**src/rtl/inv_key_schedule_if.sv**
```systemverilog
// Handshake/key bus for inv_key_schedule; master = key consumer side, slave = schedule block.
interface inv_key_schedule_if;
  logic         iStart;
  logic [127:0] iKey;
  logic         iReady;
  logic [127:0] oRoundKey;
  logic [3:0]   oRound;
  logic         oValid;
  logic         oBusy;
  logic         oDone;

  modport master (
    output iStart, iKey, iReady,
    input  oRoundKey, oRound, oValid, oBusy, oDone
  );

  modport slave (
    input  iStart, iKey, iReady,
    output oRoundKey, oRound, oValid, oBusy, oDone
  );
endinterface

```
**src/rtl/inv_key_schedule.sv**
```systemverilog
// AES-128 inverse key schedule: emits round keys ROUNDS..0, one inverse expansion step per handshake.
// Optional INVKEY_FWD_PRECOMPUTE_EN: iKey is the cipher key and ROUNDS forward steps run first.
module inv_key_schedule #(
  parameter int unsigned ROUNDS = 10
) (
  input logic              iClk,
  input logic              iRst,
  inv_key_schedule_if.slave bus
);

  if (ROUNDS == 0 || ROUNDS > 10) begin : g_bad_rounds
    $error("inv_key_schedule: ROUNDS must be in 1..10");
  end

`ifdef INVKEY_FWD_PRECOMPUTE_EN
  typedef enum logic [1:0] {IDLE, FWD, EMIT} state_t;
`else
  typedef enum logic [1:0] {IDLE, EMIT} state_t;
`endif

  function automatic logic [7:0] xtime(input logic [7:0] a);
    return {a[6:0], 1'b0} ^ (a[7] ? 8'h1b : 8'h00);
  endfunction

  function automatic logic [7:0] gf_mul(input logic [7:0] a, input logic [7:0] b);
    logic [7:0] p;
    logic [7:0] x;
    p = '0;
    x = a;
    for (int unsigned i = 0; i < 8; i++) begin
      if (b[i]) p = p ^ x;
      x = xtime(x);
    end
    return p;
  endfunction

  // Inverse as a^254 (product of a^2..a^128), then the AES affine transform.
  function automatic logic [7:0] sbox(input logic [7:0] a);
    logic [7:0] sq;
    logic [7:0] inv;
    sq  = gf_mul(a, a);
    inv = sq;
    for (int unsigned i = 0; i < 6; i++) begin
      sq  = gf_mul(sq, sq);
      inv = gf_mul(inv, sq);
    end
    return inv ^ {inv[6:0], inv[7]} ^ {inv[5:0], inv[7:6]} ^
           {inv[4:0], inv[7:5]} ^ {inv[3:0], inv[7:4]} ^ 8'h63;
  endfunction

  function automatic logic [31:0] sub_word(input logic [31:0] w);
    return {sbox(w[31:24]), sbox(w[23:16]), sbox(w[15:8]), sbox(w[7:0])};
  endfunction

  function automatic logic [7:0] rcon(input logic [3:0] r);
    case (r)
      4'd1:    return 8'h01;
      4'd2:    return 8'h02;
      4'd3:    return 8'h04;
      4'd4:    return 8'h08;
      4'd5:    return 8'h10;
      4'd6:    return 8'h20;
      4'd7:    return 8'h40;
      4'd8:    return 8'h80;
      4'd9:    return 8'h1b;
      4'd10:   return 8'h36;
      default: return 8'h00;
    endcase
  endfunction

  state_t         state_q, state_d;
  logic [127:0]   key_q, key_d;
  logic [3:0]     round_q, round_d;
  logic           valid_q, valid_d;
  logic           busy_q, busy_d;
  logic           done_q, done_d;
`ifdef INVKEY_FWD_PRECOMPUTE_EN
  logic [3:0]     cnt_q, cnt_d;
`endif

  logic [31:0] w0, w1, w2, w3;
  logic [31:0] v3;
  logic [31:0] sb_src;
  logic [31:0] sw;

  assign w0 = key_q[127:96];
  assign w1 = key_q[95:64];
  assign w2 = key_q[63:32];
  assign w3 = key_q[31:0];
  assign v3 = w3 ^ w2;

  // Single S-box word path shared by forward (RotWord(w3)) and inverse (RotWord(w3^w2)) steps.
  assign sb_src = (state_q == EMIT) ? v3 : w3;
  assign sw     = sub_word({sb_src[23:0], sb_src[31:24]});

  always_comb begin
    logic [31:0] n0, n1, n2;
    state_d = state_q;
    key_d   = key_q;
    round_d = round_q;
    valid_d = valid_q;
    busy_d  = busy_q;
    done_d  = 1'b0;
    n0      = '0;
    n1      = '0;
    n2      = '0;
`ifdef INVKEY_FWD_PRECOMPUTE_EN
    cnt_d   = cnt_q;
`endif
    case (state_q)
      IDLE: begin
        if (bus.iStart) begin
          key_d  = bus.iKey;
          busy_d = 1'b1;
`ifdef INVKEY_FWD_PRECOMPUTE_EN
          state_d = FWD;
          cnt_d   = '0;
`else
          state_d = EMIT;
          round_d = ROUNDS[3:0];
          valid_d = 1'b1;
`endif
        end
      end
`ifdef INVKEY_FWD_PRECOMPUTE_EN
      FWD: begin
        n0    = w0 ^ sw ^ {rcon(cnt_q + 4'd1), 24'h000000};
        n1    = w1 ^ n0;
        n2    = w2 ^ n1;
        key_d = {n0, n1, n2, w3 ^ n2};
        cnt_d = cnt_q + 4'd1;
        if (cnt_q == 4'(ROUNDS - 1)) begin
          state_d = EMIT;
          round_d = ROUNDS[3:0];
          valid_d = 1'b1;
        end
      end
`endif
      EMIT: begin
        if (bus.iReady) begin
          if (round_q != 4'd0) begin
            n0      = w0 ^ sw ^ {rcon(round_q), 24'h000000};
            key_d   = {n0, w1 ^ w0, w2 ^ w1, v3};
            round_d = round_q - 4'd1;
          end else begin
            state_d = IDLE;
            valid_d = 1'b0;
            busy_d  = 1'b0;
            done_d  = 1'b1;
          end
        end
      end
      default: state_d = IDLE;
    endcase
  end

  always_ff @(posedge iClk or posedge iRst) begin
    if (iRst) begin
      state_q <= IDLE;
      key_q   <= '0;
      round_q <= '0;
      valid_q <= 1'b0;
      busy_q  <= 1'b0;
      done_q  <= 1'b0;
`ifdef INVKEY_FWD_PRECOMPUTE_EN
      cnt_q   <= '0;
`endif
    end else begin
      state_q <= state_d;
      key_q   <= key_d;
      round_q <= round_d;
      valid_q <= valid_d;
      busy_q  <= busy_d;
      done_q  <= done_d;
`ifdef INVKEY_FWD_PRECOMPUTE_EN
      cnt_q   <= cnt_d;
`endif
    end
  end

  assign bus.oRoundKey = key_q;
  assign bus.oRound    = round_q;
  assign bus.oValid    = valid_q;
  assign bus.oBusy     = busy_q;
  assign bus.oDone     = done_q;

endmodule

```
**src/flat_wrapper.sv**
```systemverilog
// flat-port wrapper written by rule: the top's interface ports become plain ports
module inv_key_schedule_flat 
#(
  parameter int unsigned ROUNDS = 10
)
  (iClk, iRst, bus_iStart, bus_iKey, bus_iReady, bus_oRoundKey, bus_oRound, bus_oValid, bus_oBusy, bus_oDone);
  inv_key_schedule_if bus_i ();
  input logic iClk;
  input logic iRst;
  input wire logic [$bits(bus_i.iStart)-1:0] bus_iStart;
  input wire logic [$bits(bus_i.iKey)-1:0] bus_iKey;
  input wire logic [$bits(bus_i.iReady)-1:0] bus_iReady;
  output wire logic [$bits(bus_i.oRoundKey)-1:0] bus_oRoundKey;
  output wire logic [$bits(bus_i.oRound)-1:0] bus_oRound;
  output wire logic [$bits(bus_i.oValid)-1:0] bus_oValid;
  output wire logic [$bits(bus_i.oBusy)-1:0] bus_oBusy;
  output wire logic [$bits(bus_i.oDone)-1:0] bus_oDone;
  assign bus_i.iStart = bus_iStart;
  assign bus_i.iKey = bus_iKey;
  assign bus_i.iReady = bus_iReady;
  assign bus_oRoundKey = bus_i.oRoundKey;
  assign bus_oRound = bus_i.oRound;
  assign bus_oValid = bus_i.oValid;
  assign bus_oBusy = bus_i.oBusy;
  assign bus_oDone = bus_i.oDone;
  inv_key_schedule #(.ROUNDS(ROUNDS)) u_core (.iClk(iClk), .iRst(iRst), .bus(bus_i));
endmodule
```
**config.mk**
```make
export PLATFORM = sky130hd
export DESIGN_NAME = inv_key_schedule_flat
export DESIGN_NICKNAME = d
export VERILOG_FILES = /design/src/rtl/inv_key_schedule_if.sv /design/src/rtl/inv_key_schedule.sv /design/src/flat_wrapper.sv
export SDC_FILE = /design/constraint.sdc
export NUM_CORES = 2
export LEC_CHECK = 0
export BUFFER_PORTS_ARGS = -buffer_cell sky130_fd_sc_hd__buf_2
export CORE_UTILIZATION = 50
export CTS_CLUSTER_SIZE = 14
export DETAILED_ROUTE_END_ITERATION = 8
export HOLD_SLACK_MARGIN = 0.08
export PLACE_DENSITY = 0.64
export SLEW_MARGIN = 30
export SYNTH_ARGS = -nofsm -noshare
export SYNTH_HDL_FRONTEND = slang
export SYNTH_SLANG_ARGS = --single-unit
```
**constraint.sdc**
```tcl
create_clock -name iClk -period 25.6 [get_ports iClk]
set_input_delay 3.84 -clock iClk [delete_from_list [all_inputs] [get_ports iClk]]
set_output_delay 3.84 -clock iClk [all_outputs]
set_load 0.01 [all_outputs]
```
==> impl_metrics.toml <==
[timing]
fin_setup_tns_ns = 0
drv_slew = 0
min_period_over_period = 0.814
finalHoldViolCount = 0
finalSetupViolCount = 0
hold_slack_ns = 0.604
slew_headroom = 0.349
rsz0062_at_grt = "false"
fmax_mhz = 48.0
fin_skew_ns = 0.0136
worst_pin_slew_ns = 0.969
layout_min_cycle_time_ns = 20.84

[placement]
hpwlAfterDp_um = 154000
dpl_cell_area_sq_um = 66200
io_buffers = 266
place_congestion = 0.949

[yosys]
dominantRegCellSynth = "dfrtp_1"
avgSynthCellArea_sq_um = 7.42
yosysWarnings = 0
netlist_area_sq_um = 63200
ys_async_sr_fraction = 1.00
syn_nets = 8665
synth_edf_count = 0
ys_types = 111
syn_inst = 8509
synth_top_area_frac = 0.232
seq_area_frac_synth = 0.0531
synth_seq_cells = 134
synth_largest_area_cell = "xnor2_1"
synth_area_leaders = "xnor2_1, xnor3_1, nor2_1"

[setup_path]
cp_common_cell = "xnor2_1"
crit_path_max_incr_delay_ns = 0.86
crit_fanout = 86
critPathLaunch = "u_core.bus.oValid"
worst_setup_path_end_kind = "flip-flop"
crit_slowest_cell = "xnor3_1"
path_class = "reg -> reg"
start_kind = "flip-flop"
worstPathRequired_ns = 26.03
reg2reg_from = "u_core.bus.oValid"
cp_data_arrival_time_ns = 21.28

[floorplanning]
ioPinCount = 267
fp.dieW_um = 357
core_area_sq_um = 125000
dieArea_sq_um = 128000
initial_core_util = 0.504
row_count = 130
die_y_um = 357

[layout]
postLayoutCellArea_sq_um = 67000
nNetsFinal = 8585
fill_cells = 12100
fin_util = 0.534
regArea_sq_um = 3360
drive_gt1_frac = 0.108
layout_common_cells = "xnor2_1, nor2_1, nand2_1"
multi_input_area_sq_um = 57400
final_common_cell = "xnor2_1"
syn2layout_area_growth_pct = 6.09

[clock_tree]
path_clk_slew_ns = 0.07
htree_levels = 4
root_buffer = "clkbuf_16"
cts-buffers-inserted = 17
postCtsSetupBuffers = 0
tritoncts = "done"
clkLatencyLatePin_ns = 0.51
cts_hold_buf = 0
cts_resized = 0
cts.sinks = 134
clk_path_buf_depth = 2

[detailed_routing]
viasPerCell = 6.06
drt_iter0_markers = 6473
vias = 61200
wl_per_cell_um = 20.7
ant_nets = 0
dr.pass1.iters = 9
drc_errors = 0
wl_um = 209000

[global_routing]
antenna_found_initial = 17
grt_pass1_wl_um = 323000
grt-ovfl-total = 0
grt_use_total = 0.313
grt_max_degree = 195
grt_pass1_vias = 55600

[job]
drv_cap = 0

[hold_path]
hold_class = "reg -> reg"
min_from = "u_core.bus.oRoundKey[67]"

[outcome]
outcome = "complete, no violations"
[critical path, delay by kind of cell (launching register included)]
kind	cells	cell delay, ns
AOI/OAI and AO/OA	4	0.76
xor gates and xnor gates	35	14.10
adders and majority gates	1	0.68
buffers and inverters	5	2.56
DFF	1	0.76
muxes	1	0.36
and+or+nand+nor	9	1.44
[Yosys cell counts, types with 19 or more instances]
cell type,instances
a32oi_1,54
nor2b_1,69
xnor2_2,82
buf_2,100
nor3_1,184
a2bb2oi_1,19
o31ai_1,27
nand3b_1,20
mux2_2,41
buf_4,31
buf_1,65
o21a_1,30
o22ai_1,143
a211oi_1,70
o211ai_1,96
xnor2_1,1673
or3_1,35
a22oi_1,54
xnor3_1,305
inv_1,92
nor3b_1,20
o32ai_1,26
a21o_1,32
xor2_1,475
clkbuf_1,386
and3_1,53
nor2_1,1130
xor2_2,37
nand2_1,822
a31oi_1,74
and2_1,47
or2_2,23
dfrtp_1,134
xor3_1,32
o21ai_0,457
ha_1,24
mux2i_1,170
a21oi_1,527
nand2b_1,157
o21ai_1,30
o221ai_1,23
a211o_1,20
a221oi_1,21
nand3_1,232
[final cells by class]
| cell class | instances | area share |
|---|---|---|
| diodes | 10 | 0.000373 |
| clock buffers | 17 | 0.00635 |
| clock inverters | 15 | 0.00245 |
| inverters | 112 | 0.00635 |
| multi-input cells | 7665 | 0.857 |
| flip-flops and latches | 134 | 0.0501 |
| well taps | 1650 | 0.0308 |
| repair buffers | 499 | 0.0465 |
[flip-flops by register name, summed over array words and instances (netlist names)]
| signal | flops |
|---|---|
| u_core.bus.oRoundKey | 128 |
| u_core.bus.oRound | 4 |
| u_core.bus.oDone | 1 |
| u_core.bus.oValid | 1 |
[final timing paths]
check / slack, ns / depth (start not counted) / to
max in group asynchronous: 20.94 / 3 / u_core.bus.oValid
min in group asynchronous: 3.45 / 2 / u_core.bus.oRoundKey[126]
hold / removal: 0.60 / 1 / u_core.bus.oRoundKey[35]
setup reg to reg: 4.76 / 55 / u_core.bus.oRoundKey[119]
setup / recovery: 4.76 / 55 / u_core.bus.oRoundKey[119]
hold reg to reg: 0.60 / 1 / u_core.bus.oRoundKey[35]
[per-layer routing]
layer  GRT usage  share of wire  wire length, um
met5           0        0.00027               56
met4      0.0955          0.029             6130
met3      0.0574          0.089            18600
met2       0.487           0.44            92100
met1       0.436           0.44            92000
[per-stage QoR]
step / cells / setup WS (ns)
after global placement: 10100 / 5.11
after CTS: 10100 / 4.79
after detailed placement: 10100 / 4.82
after global routing: 10100 / 3.55
after floorplan: 8509 / 7.36
final: 10100 / 4.76
[kinds of logic after synthesis]
group | count (synthesis) | share of synthesized area
adders and majority gates | 26 | 0.00507
buffers and inverters | 710 | 0.0479
muxes | 216 | 0.0355
DFF | 134 | 0.0531
and+or+nand+nor | 2867 | 0.201
xor gates and xnor gates | 2642 | 0.465
AOI/OAI and AO/OA | 1914 | 0.193
Power is left out: the tool's default activity adds up to more than one toggle a clock period on the data nets, which glitch-free logic cannot reach.
